### config.mk
export PLATFORM = sky130hd
export DESIGN_NAME = gpr_writeback_flat
export DESIGN_NICKNAME = d
export VERILOG_FILES = /design/src/rtl/gpr_writeback_pkg.sv /design/src/rtl/gpr_writeback_if.sv /design/src/rtl/gpr_wb_ldext.sv /design/src/rtl/gpr_writeback.sv /design/src/flat_wrapper.sv
export SDC_FILE = /design/constraint.sdc
export NUM_CORES = 1
export LEC_CHECK = 0
export ABC_AREA = 1
export ABC_CLOCK_PERIOD_IN_PS = 2000
export CORE_MARGIN = 5
export CORE_UTILIZATION = 45
export DETAILED_ROUTE_END_ITERATION = 10
export GPL_TIMING_DRIVEN = 0
export PLACE_DENSITY = 0.78
export SYNTH_ARGS = -nofsm -noshare
export SYNTH_HDL_FRONTEND = slang
export SYNTH_HIERARCHICAL = 1
export SYNTH_SLANG_ARGS = --single-unit
### constraint.sdc
create_clock -name clock -period 2 [get_ports clock]
set_input_delay 0.4 -clock clock [delete_from_list [all_inputs] [get_ports clock]]
set_output_delay 0.4 -clock clock [all_outputs]
set_load 0.05 [all_outputs]
### src/rtl/gpr_writeback_pkg.sv
// Shared types and defaults for the GPR write-back front end.
// Optional build macro used across this slice: GPR_WB_BYPASS_EN.
package gpr_writeback_pkg;

    localparam int NR_REG_DEF = 16;
    localparam int CNT_W_DEF  = 2;

    // Encodings follow the load funct3 field.
    typedef enum logic [2:0] {
        LB  = 3'b000,
        LH  = 3'b001,
        LW  = 3'b010,
        LBU = 3'b100,
        LHU = 3'b101
    } ld_fmt_e;

    typedef struct packed {
        logic [4:0]  rd;
        logic [31:0] data;
    } wb_req_t;

endpackage

### src/rtl/gpr_writeback_if.sv
// Bundle of issue, result, source-query and GPR write-port signals.
// GPR_WB_BYPASS_EN adds the bypass outputs rs1_byp/rs2_byp/byp_data.
interface gpr_writeback_if;

    logic        iss_valid;
    logic [4:0]  iss_rd;
    logic        iss_ready;

    // Handshakes (alu_*, lsu_*, iss_*): a transfer happens in a cycle where
    // valid & ready are both high at the clock edge; a source that sees
    // ready low keeps valid high and its payload unchanged until it does.
    logic        alu_valid;
    logic        alu_ready;
    logic [4:0]  alu_rd;
    logic [31:0] alu_data;

    logic        lsu_valid;
    logic        lsu_ready;
    logic [4:0]  lsu_rd;
    logic [31:0] lsu_data;
    logic [2:0]  lsu_fmt;
    logic [1:0]  lsu_off;

    logic [4:0]  rs1;
    logic [4:0]  rs2;
    logic        rs1_busy;
    logic        rs2_busy;
`ifdef GPR_WB_BYPASS_EN
    logic        rs1_byp;
    logic        rs2_byp;
    logic [31:0] byp_data;
`endif

    logic        gpr_wen;
    logic [4:0]  gpr_waddr;
    logic [31:0] gpr_wdata;

    modport master (
        output iss_valid, iss_rd, alu_valid, alu_rd, alu_data,
        output lsu_valid, lsu_rd, lsu_data, lsu_fmt, lsu_off, rs1, rs2,
        input  iss_ready, alu_ready, lsu_ready, rs1_busy, rs2_busy,
`ifdef GPR_WB_BYPASS_EN
        input  rs1_byp, rs2_byp, byp_data,
`endif
        input  gpr_wen, gpr_waddr, gpr_wdata
    );

    modport slave (
        input  iss_valid, iss_rd, alu_valid, alu_rd, alu_data,
        input  lsu_valid, lsu_rd, lsu_data, lsu_fmt, lsu_off, rs1, rs2,
        output iss_ready, alu_ready, lsu_ready, rs1_busy, rs2_busy,
`ifdef GPR_WB_BYPASS_EN
        output rs1_byp, rs2_byp, byp_data,
`endif
        output gpr_wen, gpr_waddr, gpr_wdata
    );

endinterface

### src/rtl/gpr_wb_ldext.sv
// Combinational load alignment and sign/zero extension of the raw memory word.
module gpr_wb_ldext
    import gpr_writeback_pkg::*;
(
    input  logic [31:0] raw,
    input  logic [2:0]  fmt,
    input  logic [1:0]  off,
    output logic [31:0] data
);

    logic [7:0]  byte_sel;
    logic [15:0] half_sel;

    // Halfword selection uses only off[1]; a misaligned off[0] is ignored.
    assign byte_sel = raw[{off, 3'b000} +: 8];
    assign half_sel = raw[{off[1], 4'b0000} +: 16];

    always_comb begin
        data = raw;
        case (ld_fmt_e'(fmt))
            LB:      data = {{24{byte_sel[7]}}, byte_sel};
            LH:      data = {{16{half_sel[15]}}, half_sel};
            LBU:     data = {24'h000000, byte_sel};
            LHU:     data = {16'h0000, half_sel};
            default: data = raw;
        endcase
    end

endmodule

### src/rtl/gpr_writeback.sv
// GPR write-back front end: LSU-priority arbiter, registered write port and
// per-register pending-write scoreboard. Build option: GPR_WB_BYPASS_EN.
module gpr_writeback
    import gpr_writeback_pkg::*;
#(
    parameter int NR_REG = NR_REG_DEF,
    parameter int CNT_W  = CNT_W_DEF
) (
    input  logic            clock,
    input  logic            reset,
    gpr_writeback_if.slave  wb
);

    localparam logic [CNT_W-1:0] CNT_MAX = '1;

    logic [CNT_W-1:0] cnt [NR_REG];
    logic [31:0]      ld_data;
    wb_req_t          acc;
    logic             acc_valid;
    logic             acc_tracked;
    logic [NR_REG-1:0] inc_v;
    logic [NR_REG-1:0] dec_v;
    logic             iss_at_max;
    logic             rs1_pend;
    logic             rs2_pend;
    logic             retire_on_zero;
    logic             gpr_wen_q;
    logic [4:0]       gpr_waddr_q;
    logic [31:0]      gpr_wdata_q;

    gpr_wb_ldext u_ldext (
        .raw  (wb.lsu_data),
        .fmt  (wb.lsu_fmt),
        .off  (wb.lsu_off),
        .data (ld_data)
    );

    // LSU always wins; the ALU only gets through on a cycle with no load.
    assign wb.lsu_ready = 1'b1;
    assign wb.alu_ready = ~wb.lsu_valid;
    assign acc_valid    = wb.lsu_valid | wb.alu_valid;
    assign acc          = wb.lsu_valid ? wb_req_t'{rd: wb.lsu_rd, data: ld_data}
                                       : wb_req_t'{rd: wb.alu_rd, data: wb.alu_data};
    assign acc_tracked  = acc_valid && (acc.rd != 5'd0) && (int'(acc.rd) < NR_REG);

    always_comb begin
        inc_v          = '0;
        dec_v          = '0;
        iss_at_max     = 1'b0;
        rs1_pend       = 1'b0;
        rs2_pend       = 1'b0;
        retire_on_zero = 1'b0;
        // Register 0 and indices beyond NR_REG never match, so they stay untracked.
        for (int i = 1; i < NR_REG; i++) begin
            if (wb.iss_rd == 5'(i) && cnt[i] == CNT_MAX) iss_at_max = 1'b1;
            if (wb.rs1 == 5'(i) && cnt[i] != '0) rs1_pend = 1'b1;
            if (wb.rs2 == 5'(i) && cnt[i] != '0) rs2_pend = 1'b1;
            if (acc_valid && acc.rd == 5'(i)) begin
                if (cnt[i] != '0) dec_v[i] = 1'b1;
                else              retire_on_zero = 1'b1;
            end
            if (wb.iss_valid && wb.iss_rd == 5'(i) && cnt[i] != CNT_MAX) inc_v[i] = 1'b1;
        end
    end

    assign wb.iss_ready = ~iss_at_max;

    always_ff @(posedge clock or posedge reset) begin
        if (reset) begin
            for (int i = 0; i < NR_REG; i++) cnt[i] <= '0;
        end else begin
            for (int i = 1; i < NR_REG; i++) begin
                if (inc_v[i] && !dec_v[i])      cnt[i] <= cnt[i] + 1'b1;
                else if (dec_v[i] && !inc_v[i]) cnt[i] <= cnt[i] - 1'b1;
            end
        end
    end

    always_ff @(posedge clock or posedge reset) begin
        if (reset) begin
            gpr_wen_q   <= 1'b0;
            gpr_waddr_q <= 5'd0;
            gpr_wdata_q <= 32'd0;
        end else begin
            gpr_wen_q <= acc_tracked;
            if (acc_valid) begin
                gpr_waddr_q <= acc.rd;
                gpr_wdata_q <= acc.data;
            end
        end
    end

    assign wb.gpr_wen   = gpr_wen_q;
    assign wb.gpr_waddr = gpr_waddr_q;
    assign wb.gpr_wdata = gpr_wdata_q;

`ifdef GPR_WB_BYPASS_EN
    // The value in the gpr_* stage is forwarded, so only the counter stalls.
    assign wb.rs1_busy = rs1_pend;
    assign wb.rs2_busy = rs2_pend;
    assign wb.rs1_byp  = gpr_wen_q && (gpr_waddr_q == wb.rs1) && (wb.rs1 != 5'd0);
    assign wb.rs2_byp  = gpr_wen_q && (gpr_waddr_q == wb.rs2) && (wb.rs2 != 5'd0);
    assign wb.byp_data = gpr_wdata_q;
`else
    // Without forwarding, decode must also wait out the write sitting in gpr_*.
    assign wb.rs1_busy = rs1_pend || (gpr_wen_q && gpr_waddr_q == wb.rs1 && wb.rs1 != 5'd0);
    assign wb.rs2_busy = rs2_pend || (gpr_wen_q && gpr_waddr_q == wb.rs2 && wb.rs2 != 5'd0);
`endif

    a_no_underflow: assert property (@(posedge clock) disable iff (reset) !retire_on_zero);

endmodule
### src/flat_wrapper.sv
// flat-port wrapper written by rule: the top's interface ports become plain ports
module gpr_writeback_flat import gpr_writeback_pkg::*;
#(
    parameter int NR_REG = NR_REG_DEF,
    parameter int CNT_W  = CNT_W_DEF
)
  (clock, reset, wb_iss_valid, wb_iss_rd, wb_alu_valid, wb_alu_rd, wb_alu_data, wb_lsu_valid, wb_lsu_rd, wb_lsu_data, wb_lsu_fmt, wb_lsu_off, wb_rs1, wb_rs2, wb_iss_ready, wb_alu_ready, wb_lsu_ready, wb_rs1_busy, wb_rs2_busy, wb_gpr_wen, wb_gpr_waddr, wb_gpr_wdata);
  gpr_writeback_if wb_i ();
  input  logic clock;
  input  logic reset;
  input wire logic [$bits(wb_i.iss_valid)-1:0] wb_iss_valid;
  input wire logic [$bits(wb_i.iss_rd)-1:0] wb_iss_rd;
  input wire logic [$bits(wb_i.alu_valid)-1:0] wb_alu_valid;
  input wire logic [$bits(wb_i.alu_rd)-1:0] wb_alu_rd;
  input wire logic [$bits(wb_i.alu_data)-1:0] wb_alu_data;
  input wire logic [$bits(wb_i.lsu_valid)-1:0] wb_lsu_valid;
  input wire logic [$bits(wb_i.lsu_rd)-1:0] wb_lsu_rd;
  input wire logic [$bits(wb_i.lsu_data)-1:0] wb_lsu_data;
  input wire logic [$bits(wb_i.lsu_fmt)-1:0] wb_lsu_fmt;
  input wire logic [$bits(wb_i.lsu_off)-1:0] wb_lsu_off;
  input wire logic [$bits(wb_i.rs1)-1:0] wb_rs1;
  input wire logic [$bits(wb_i.rs2)-1:0] wb_rs2;
  output wire logic [$bits(wb_i.iss_ready)-1:0] wb_iss_ready;
  output wire logic [$bits(wb_i.alu_ready)-1:0] wb_alu_ready;
  output wire logic [$bits(wb_i.lsu_ready)-1:0] wb_lsu_ready;
  output wire logic [$bits(wb_i.rs1_busy)-1:0] wb_rs1_busy;
  output wire logic [$bits(wb_i.rs2_busy)-1:0] wb_rs2_busy;
  output wire logic [$bits(wb_i.gpr_wen)-1:0] wb_gpr_wen;
  output wire logic [$bits(wb_i.gpr_waddr)-1:0] wb_gpr_waddr;
  output wire logic [$bits(wb_i.gpr_wdata)-1:0] wb_gpr_wdata;
  assign wb_i.iss_valid = wb_iss_valid;
  assign wb_i.iss_rd = wb_iss_rd;
  assign wb_i.alu_valid = wb_alu_valid;
  assign wb_i.alu_rd = wb_alu_rd;
  assign wb_i.alu_data = wb_alu_data;
  assign wb_i.lsu_valid = wb_lsu_valid;
  assign wb_i.lsu_rd = wb_lsu_rd;
  assign wb_i.lsu_data = wb_lsu_data;
  assign wb_i.lsu_fmt = wb_lsu_fmt;
  assign wb_i.lsu_off = wb_lsu_off;
  assign wb_i.rs1 = wb_rs1;
  assign wb_i.rs2 = wb_rs2;
  assign wb_iss_ready = wb_i.iss_ready;
  assign wb_alu_ready = wb_i.alu_ready;
  assign wb_lsu_ready = wb_i.lsu_ready;
  assign wb_rs1_busy = wb_i.rs1_busy;
  assign wb_rs2_busy = wb_i.rs2_busy;
  assign wb_gpr_wen = wb_i.gpr_wen;
  assign wb_gpr_waddr = wb_i.gpr_waddr;
  assign wb_gpr_wdata = wb_i.gpr_wdata;
  gpr_writeback #(.NR_REG(NR_REG), .CNT_W(CNT_W)) u_core (.clock(clock), .reset(reset), .wb(wb_i));
endmodule
==> out/qor.txt, run 1 <==
Status - finished, violations left
Failing checks - negative setup slack
Min-Delay Path Class - reg -> reg
Vias in the first global route - 6059
Initial drt markers - 457
Cell variety after synth - 35
Total power per unit cell area - 858 mW/mm^2
Core Box Area - 0.0114 mm^2
Final core utilization - 69.7%
Worst Skew - 0.00639 ns
DRC viols - 0
Final setup margin - -0.0901 ns
Syn avg cell area - 6.50 um^2
I/O pin cnt - 142
TritonCTS clock tree - done
Clock sinks - 68
Htree depth - 3
Die Y - 117 um
Synth area leaders - dfrtp_1 33%, nand2_1 22%, nand3_1 8.9%
Cells after Synth - 800
Final Cell Area - 0.00793 mm^2
Number of synthesized flops with an enable pin - 0
Slew of the pin with the lowest slew margin - 0.677 ns
Ys flop type - dfrtp_1
Worst Path Arrival - 1.69 ns
Placer Congestion - 0.975
Warnings, synthesis - 6
Max-Slew Margin vs Limit - 54.7%
Maximum vdd ir drop - 0.654 mV
Fin crit period - 2.09 ns
Synth Cell Area - 0.00520 mm^2
Number of CTS-inserted buffers - 9
Final nets - 1104
Synth-to-layout area growth - 52.5%
WP data required - 1.60 ns
ANT cells - 0
FP Rows - 39
Skew-Pair Late Insertion Delay - 0.34 ns
Final TNS setup - -0.185 ns
Final hold vios - 0
Average wire per standard cell - 16.4 um
Fin crit share - 105%
Final HPWL DP - 12.8 mm
Fmax - 478 MHz
Max-capacitance violation count - 0
Total power - 6810 uW
WS Path Type - in -> out
Most common cell after layout, fill and taps aside - nand2_1
Initial antenna violation count - 0
Routed WL - 18.6 mm
Endpoints failing setup - 4
FFs w/ async S/R, synth - 100%
Area after DPL - 0.00680 mm^2
Final ANT Viol Nets - 0
Post-synth top area share - 32.7%
Crit end category - output pin
Via count - 6136
Layout fillers - 896
Max clock buf depth - 2
Seq/Total Area, Yosys - 32.7%
Worst Setup Start Kind - input port
Yosys top cell by area - dfrtp_1
Vias/cell - 5.39
Seq cells post-synth - 68
Final slew viol count - 0
Initial Util - 45.7%
Cell Count, Final, Fillers Out - 1138
Clock transition at path regs - 0.05 ns
RSZ-0062 raised after global routing - true
GRT Util Overall - 25.3%
Number of port buffers - 139
Die ar. - 0.0138 mm^2
First-pass DRT Iterations - 7
Syn Nets - 914
First-pass GRT wire length - 29.0 mm
LEAKAGE - 0.00389 uW
Largest net degree at the start of global routing - 41
Share of cells above drive strength 1 - 22.0%
DP Cell Count - 1083
Highest net fanout along the worst path - 5
Most frequent cells in the layout - 277 x nand2_1, 105 x clkdlybuf4s50_1, 82 x nand3_1
Root Buffer - clkbuf_16
Die X - 117 um
Total gr overflow - 0
-- worst paths after layout --
path | from | to | slack (ns) | depth (start not counted)
worst max-delay path | wb_rs2[2] | wb_rs2_busy | -0.09 | 12
worst max register to register | u_core/cnt[6] | u_core/cnt[7] | 0.38 | 7
max in group asynchronous | reset | u_core/wb.gpr_waddr[1] | 0.85 | 3
worst min-delay path | u_core/wb.gpr_wdata[14] | u_core/wb.gpr_wdata[14] | 0.49 | 2
worst min register to register | u_core/wb.gpr_wdata[14] | u_core/wb.gpr_wdata[14] | 0.49 | 2
min in group asynchronous | reset | u_core/wb.gpr_wdata[28] | 0.50 | 2
-- cells by family (layout without fill, tap and decap cells) --
| group | count (synthesis) | count (layout) | synth area share (%) |
|---|---|---|---|
| xor+xnor | 33 | 33 | 5.56 |
| buf+inv | 109 | 304 | 8.95 |
| fa+ha+maj | 15 | 15 | 3.61 |
| mux | 1 | 1 | 0.433 |
| flops | 68 | 68 | 32.7 |
| compound gates | 81 | 81 | 8.57 |
| simple gates | 492 | 492 | 40.1 |
| other cells | 1 | 1 | 0.0721 |
-- per-layer routing --
layer | vias to the layer above | track usage, % | wire [um]
li1 | 2915 | - | -
met1 | 2848 | 28.9 | 6870
met2 | 305 | 44.3 | 9340
met3 | 68 | 6.30 | 1630
met4 | 0 | 11.4 | 787
met5 | - | 0 | 0
-- state kept, by name, indices dropped and copies added (netlist names) --
register / flops
u_core/cnt: 30
u_core/wb.gpr_waddr: 5
u_core/wb.gpr_wen: 1
u_core/wb.gpr_wdata: 32
-- power breakdown --
part,switching [uW],internal [uW],leakage [uW]
sequential,344,1760,0.000812
combinational,1750,1150,0.00291
clock,634,1160,0.000166
total,2730,4080,0.00389
-- worst max-delay path, stage by stage --
cell and delay, ns:
dlygate4sd2_1 0.34, inv_1 0.09, nor2_1 0.16, nand2_1 0.08, nand2_1 0.06, nor2_1 0.04
nor2_1 0.11, nor2_1 0.05, nand2_1 0.07, nand2_1 0.05, nand2_1 0.08, buf_6 0.16
-- what timing repair did --
action,in CTS,in global routing
gates resized for setup,117,93
endpoints found under the hold margin,0,0
pin swaps,18,30
endpoints found under the setup margin,38,20
hold buffers,0,0
cloned,0,0
buffers inserted,23,16
-- metrics by stage --
step	hold WS, ns	worst slack, ns
after global routing	0.507	-0.173
after CTS	0.497	-0.0417
after global placement	0.479	-1.01
final	0.494	-0.0901
after detailed placement	0.483	-1.01
after floorplan	0.467	0.0366
-- Yosys cell counts (3+ instances only) --
| cell type | instances |
|---|---|
| nand2_1 | 298 |
| nand3_1 | 92 |
| inv_1 | 77 |
| dfrtp_1 | 68 |
| nor2_1 | 68 |
| a21oi_1 | 43 |
| o21ai_0 | 24 |
| xnor2_1 | 18 |
| ha_1 | 15 |
| xor2_1 | 15 |
| clkbuf_1 | 9 |
| buf_2 | 7 |
| buf_4 | 6 |
| inv_2 | 6 |
| a21oi_2 | 5 |
| nand4_1 | 5 |
| or2_2 | 5 |
| nand2_2 | 4 |
| nor4_1 | 4 |
| buf_6 | 3 |
| nor3_2 | 3 |
| o21ai_2 | 3 |
| o22ai_1 | 3 |
| or2_0 | 3 |
| or2_1 | 3 |
-- final cells by class --
class	instances	area, um^2	share of cell area (%)
clock buffers	11	253	3.19
flip-flops and latches	68	1700	21.5
well taps	143	179	2.26
multi-input cells	623	3520	44.4
clock inverters	5	82.6	1.04
plain buffers	25	151	1.91
repair buffers	179	1710	21.6
inverters	84	327	4.12
(Power assumes the default switching activity.)
==> run 2, diff against run 1 <==
--- a/config.mk
+++ b/config.mk
@@ -11,2 +11,3 @@
 export CORE_UTILIZATION = 45
+export CTS_CLUSTER_DIAMETER = 120
 export DETAILED_ROUTE_END_ITERATION = 10
@@ -14,2 +15,3 @@
 export PLACE_DENSITY = 0.78
+export RECOVER_POWER = 50
 export SYNTH_ARGS = -nofsm -noshare
==> constraint.sdc (replaced) <==
create_clock -name clock -period 2 [get_ports clock]
set_input_delay 0.6 -clock clock [delete_from_list [all_inputs] [get_ports clock]]
set_output_delay 0.6 -clock clock [all_outputs]
set_load 0.05 [all_outputs]
==> out/qor.txt, run 2 (synthesis results as in run 1) <==
Worst Setup Start Kind - input port (unchanged)
Endpoints failing setup - 30 (was 4)
Max-Slew Margin vs Limit - 55.3% (was 54.7%)
Initial drt markers - 713 (was 457)
Die ar. - 0.0138 mm^2 (unchanged)
Fmax - 425 MHz (was 478 MHz)
Status - finished, violations left (unchanged)
Final setup margin - -0.351 ns (was -0.0901 ns)
TritonCTS clock tree - done (unchanged)
Max-capacitance violation count - 0 (unchanged)
Htree depth - 3 (unchanged)
Number of port buffers - 139 (unchanged)
Buffers & Inverters on Critical Path - 3 (unchanged)
Maximum vdd ir drop - 0.781 mV (was 0.654 mV)
Worst Skew - 0.00414 ns (was 0.00639 ns)
Initial Util - 45.7% (unchanged)
Root Buffer - clkbuf_16 (unchanged)
Highest net fanout along the worst path - 4 (was 5)
Via count - 6664 (was 6136)
Worst Hold Margin - 0.491 ns (was 0.494 ns)
Most frequent cells in the layout - 266 x nand2_1, 87 x buf_4, 76 x nand3_1 (was 277 x nand2_1, 105 x clkdlybuf4s50_1, 82 x nand3_1)
Most used cell, CP - nand2_1 (unchanged)
Clock sinks - 68 (unchanged)
Final slew viol count - 0 (unchanged)
Failing checks - negative setup slack (unchanged)
Crit end category - output pin (unchanged)
Number of CTS-inserted buffers - 9 (unchanged)
Clock transition at path regs - 0.05 ns (about the same)
I/O pin cnt - 142 (unchanged)
Placer Congestion - 1.00 (was 0.975)
Final HPWL DP - 12.8 mm (about the same)
Synth-to-layout area growth - 62.9% (was 52.5%)
Layout fillers - 838 (was 896)
Vias in the first global route - 6375 (was 6059)
Routed WL - 21.4 mm (was 18.6 mm)
WP data required - 1.40 ns (was 1.60 ns)
Final nets - 1152 (was 1104)
Max clock buf depth - 2 (unchanged)
Worst Path Arrival - 1.75 ns (was 1.69 ns)
Initial antenna violation count - 0 (unchanged)
Setup WS pre-CTS - -1.39 ns (was -1.01 ns)
Worst path cell trace - buf_2 -> inv_2 -> nor2_4 -> o21ai_0 -> nand2_1 -> nand2_1 -> nand2_1 -> nor2_1 -> nand2_1 -> nand2_1 -> nand2_2 -> buf_8 (was dlygate4sd2_1 -> inv_1 -> nor2_1 -> nand2_1 -> nand2_1 -> nor2_1 -> nor2_1 -> nor2_1 -> nand2_1 -> nand2_1 -> nand2_1 -> buf_6)
Reg2reg setup slack - 0.09 ns (was 0.38 ns)
Die Y - 117 um (unchanged)
Number of flip-flops in the largest register - 32 (unchanged)
WS Path Type - in -> out (unchanged)
Fin crit share - 118% (was 105%)
Vias/cell - 5.62 (was 5.39)
Slowest cell on crit path - buf_2 (was dlygate4sd2_1)
DRC viols - 0 (unchanged)
ANT cells - 0 (unchanged)
Total gr overflow - 0 (unchanged)
Average wire per standard cell - 18.0 um (was 16.4 um)
GRT Util Overall - 26.4% (was 25.3%)
LEAKAGE - 0.00415 uW (was 0.00389 uW)
Total power per unit cell area - 886 mW/mm^2 (was 858 mW/mm^2)
Die X - 117 um (unchanged)
RSZ-0062 raised after global routing - true (unchanged)
Crit path max-delay family - simple AND/OR/NAND/NOR gates (unchanged)
Largest net degree at the start of global routing - 43 (was 41)
Most common cell after layout, fill and taps aside - nand2_1 (unchanged)
First-pass DRT Iterations - 10 (was 7)
Share of cells above drive strength 1 - 30.9% (was 22.0%)
Final hold vios - 0 (unchanged)
Final ANT Viol Nets - 0 (unchanged)
Worst path max stage delay - 0.16 ns (was 0.34 ns)
FP Rows - 39 (unchanged)
Final core utilization - 74.5% (was 69.7%)
Core Box Area - 0.0114 mm^2 (unchanged)
Fin crit period - 2.35 ns (was 2.09 ns)
Skew-Pair Late Insertion Delay - 0.34 ns (about the same)
Slew of the pin with the lowest slew margin - 0.669 ns (was 0.677 ns)
Min-Delay Path Class - reg -> reg (unchanged)
First-pass GRT wire length - 30.2 mm (was 29.0 mm)
[run 2: changes by cell type in the layout (fill, tap and decap cells not counted), sizes merged]
cell           before  now
buf                61  114
clkbuf             23   26
clkdlybuf4s15       0    1
clkdlybuf4s50     105   68
clkinv              2    4
clkinvlp            1    2
dlygate4sd2        14   51
dlygate4sd3         0    1
dlymetal6s2s       12    0
inv                84   83
[run 2: power breakdown]
group | internal, uW | switching (uW) | leakage (uW) | total [uW]
registers | 1760 | 343 | 0.000811 | 2110
logic | 1530 | 2140 | 0.00318 | 3670
clock network | 1090 | 640 | 0.000155 | 1730
[run 2: cell type report]
class	instances	area, um^2	area share, %
multi-input cells	623	3740	44.2
clock inverters	7	91.3	1.08
clock buffers	9	225	2.66
flip-flops and latches	68	1700	20.1
plain buffers	25	161	1.91
well taps	143	179	2.11
repair buffers	227	2010	23.7
inverters	84	355	4.20
[run 2: per-layer routing]
| layer | track usage, % | vias up | routed length (um) | share of wire (%) |
|---|---|---|---|---|
| met3 | 4.85 | 158 | 1870 | 8.7 |
| met5 | 0 | - | 0 | 0 |
| met2 | 46.4 | 434 | 10700 | 50 |
| met1 | 30.1 | 3055 | 7280 | 34 |
| met4 | 14.3 | 0 | 1560 | 7.3 |
| li1 | - | 3017 | - | - |
[run 2: final timing paths]
kind,cells past startpoint,start,endpoint
worst max-delay path,12,wb_rs2[1],wb_rs2_busy
worst max register to register,8,u_core/cnt[6],u_core/cnt[7]
min in group asynchronous,2,reset,u_core/cnt[0]
max in group asynchronous,3,reset,u_core/wb.gpr_wdata[5]
worst min-delay path,2,u_core/wb.gpr_wdata[11],u_core/wb.gpr_wdata[11]
worst min register to register,2,u_core/wb.gpr_wdata[11],u_core/wb.gpr_wdata[11]
[run 2: stage by stage]
stage | area [um^2] | std cells | TNS [ns] | power (uW)
4_1_cts | 7970 | 1156 | -0.544 | 6870
5_1_grt | 8470 | 1186 | -6.46 | 7800
6_report | 8470 | 1186 | -5.55 | 7500
3_5_place_dp | 6860 | 1083 | -44.13 | 4350
2_1_floorplan | 5270 | 800 | -1.03 | 3530
3_3_place_gp | 6840 | 1082 | -58.49 | 4300
[run 2: worst min-delay path: stages (launching register included)]
cell and delay (ns):
dfrtp_1 0.33, nand2_1 0.06, nand3_1 0.07
[run 2: repair_timing]
action	4_1_cts	5_1_grt
gates resized for setup	285	86
hold buffers	0	0
gates cloned	0	0
endpoints found under the setup margin	72	23
pin swaps	57	56
buffers inserted	57	30
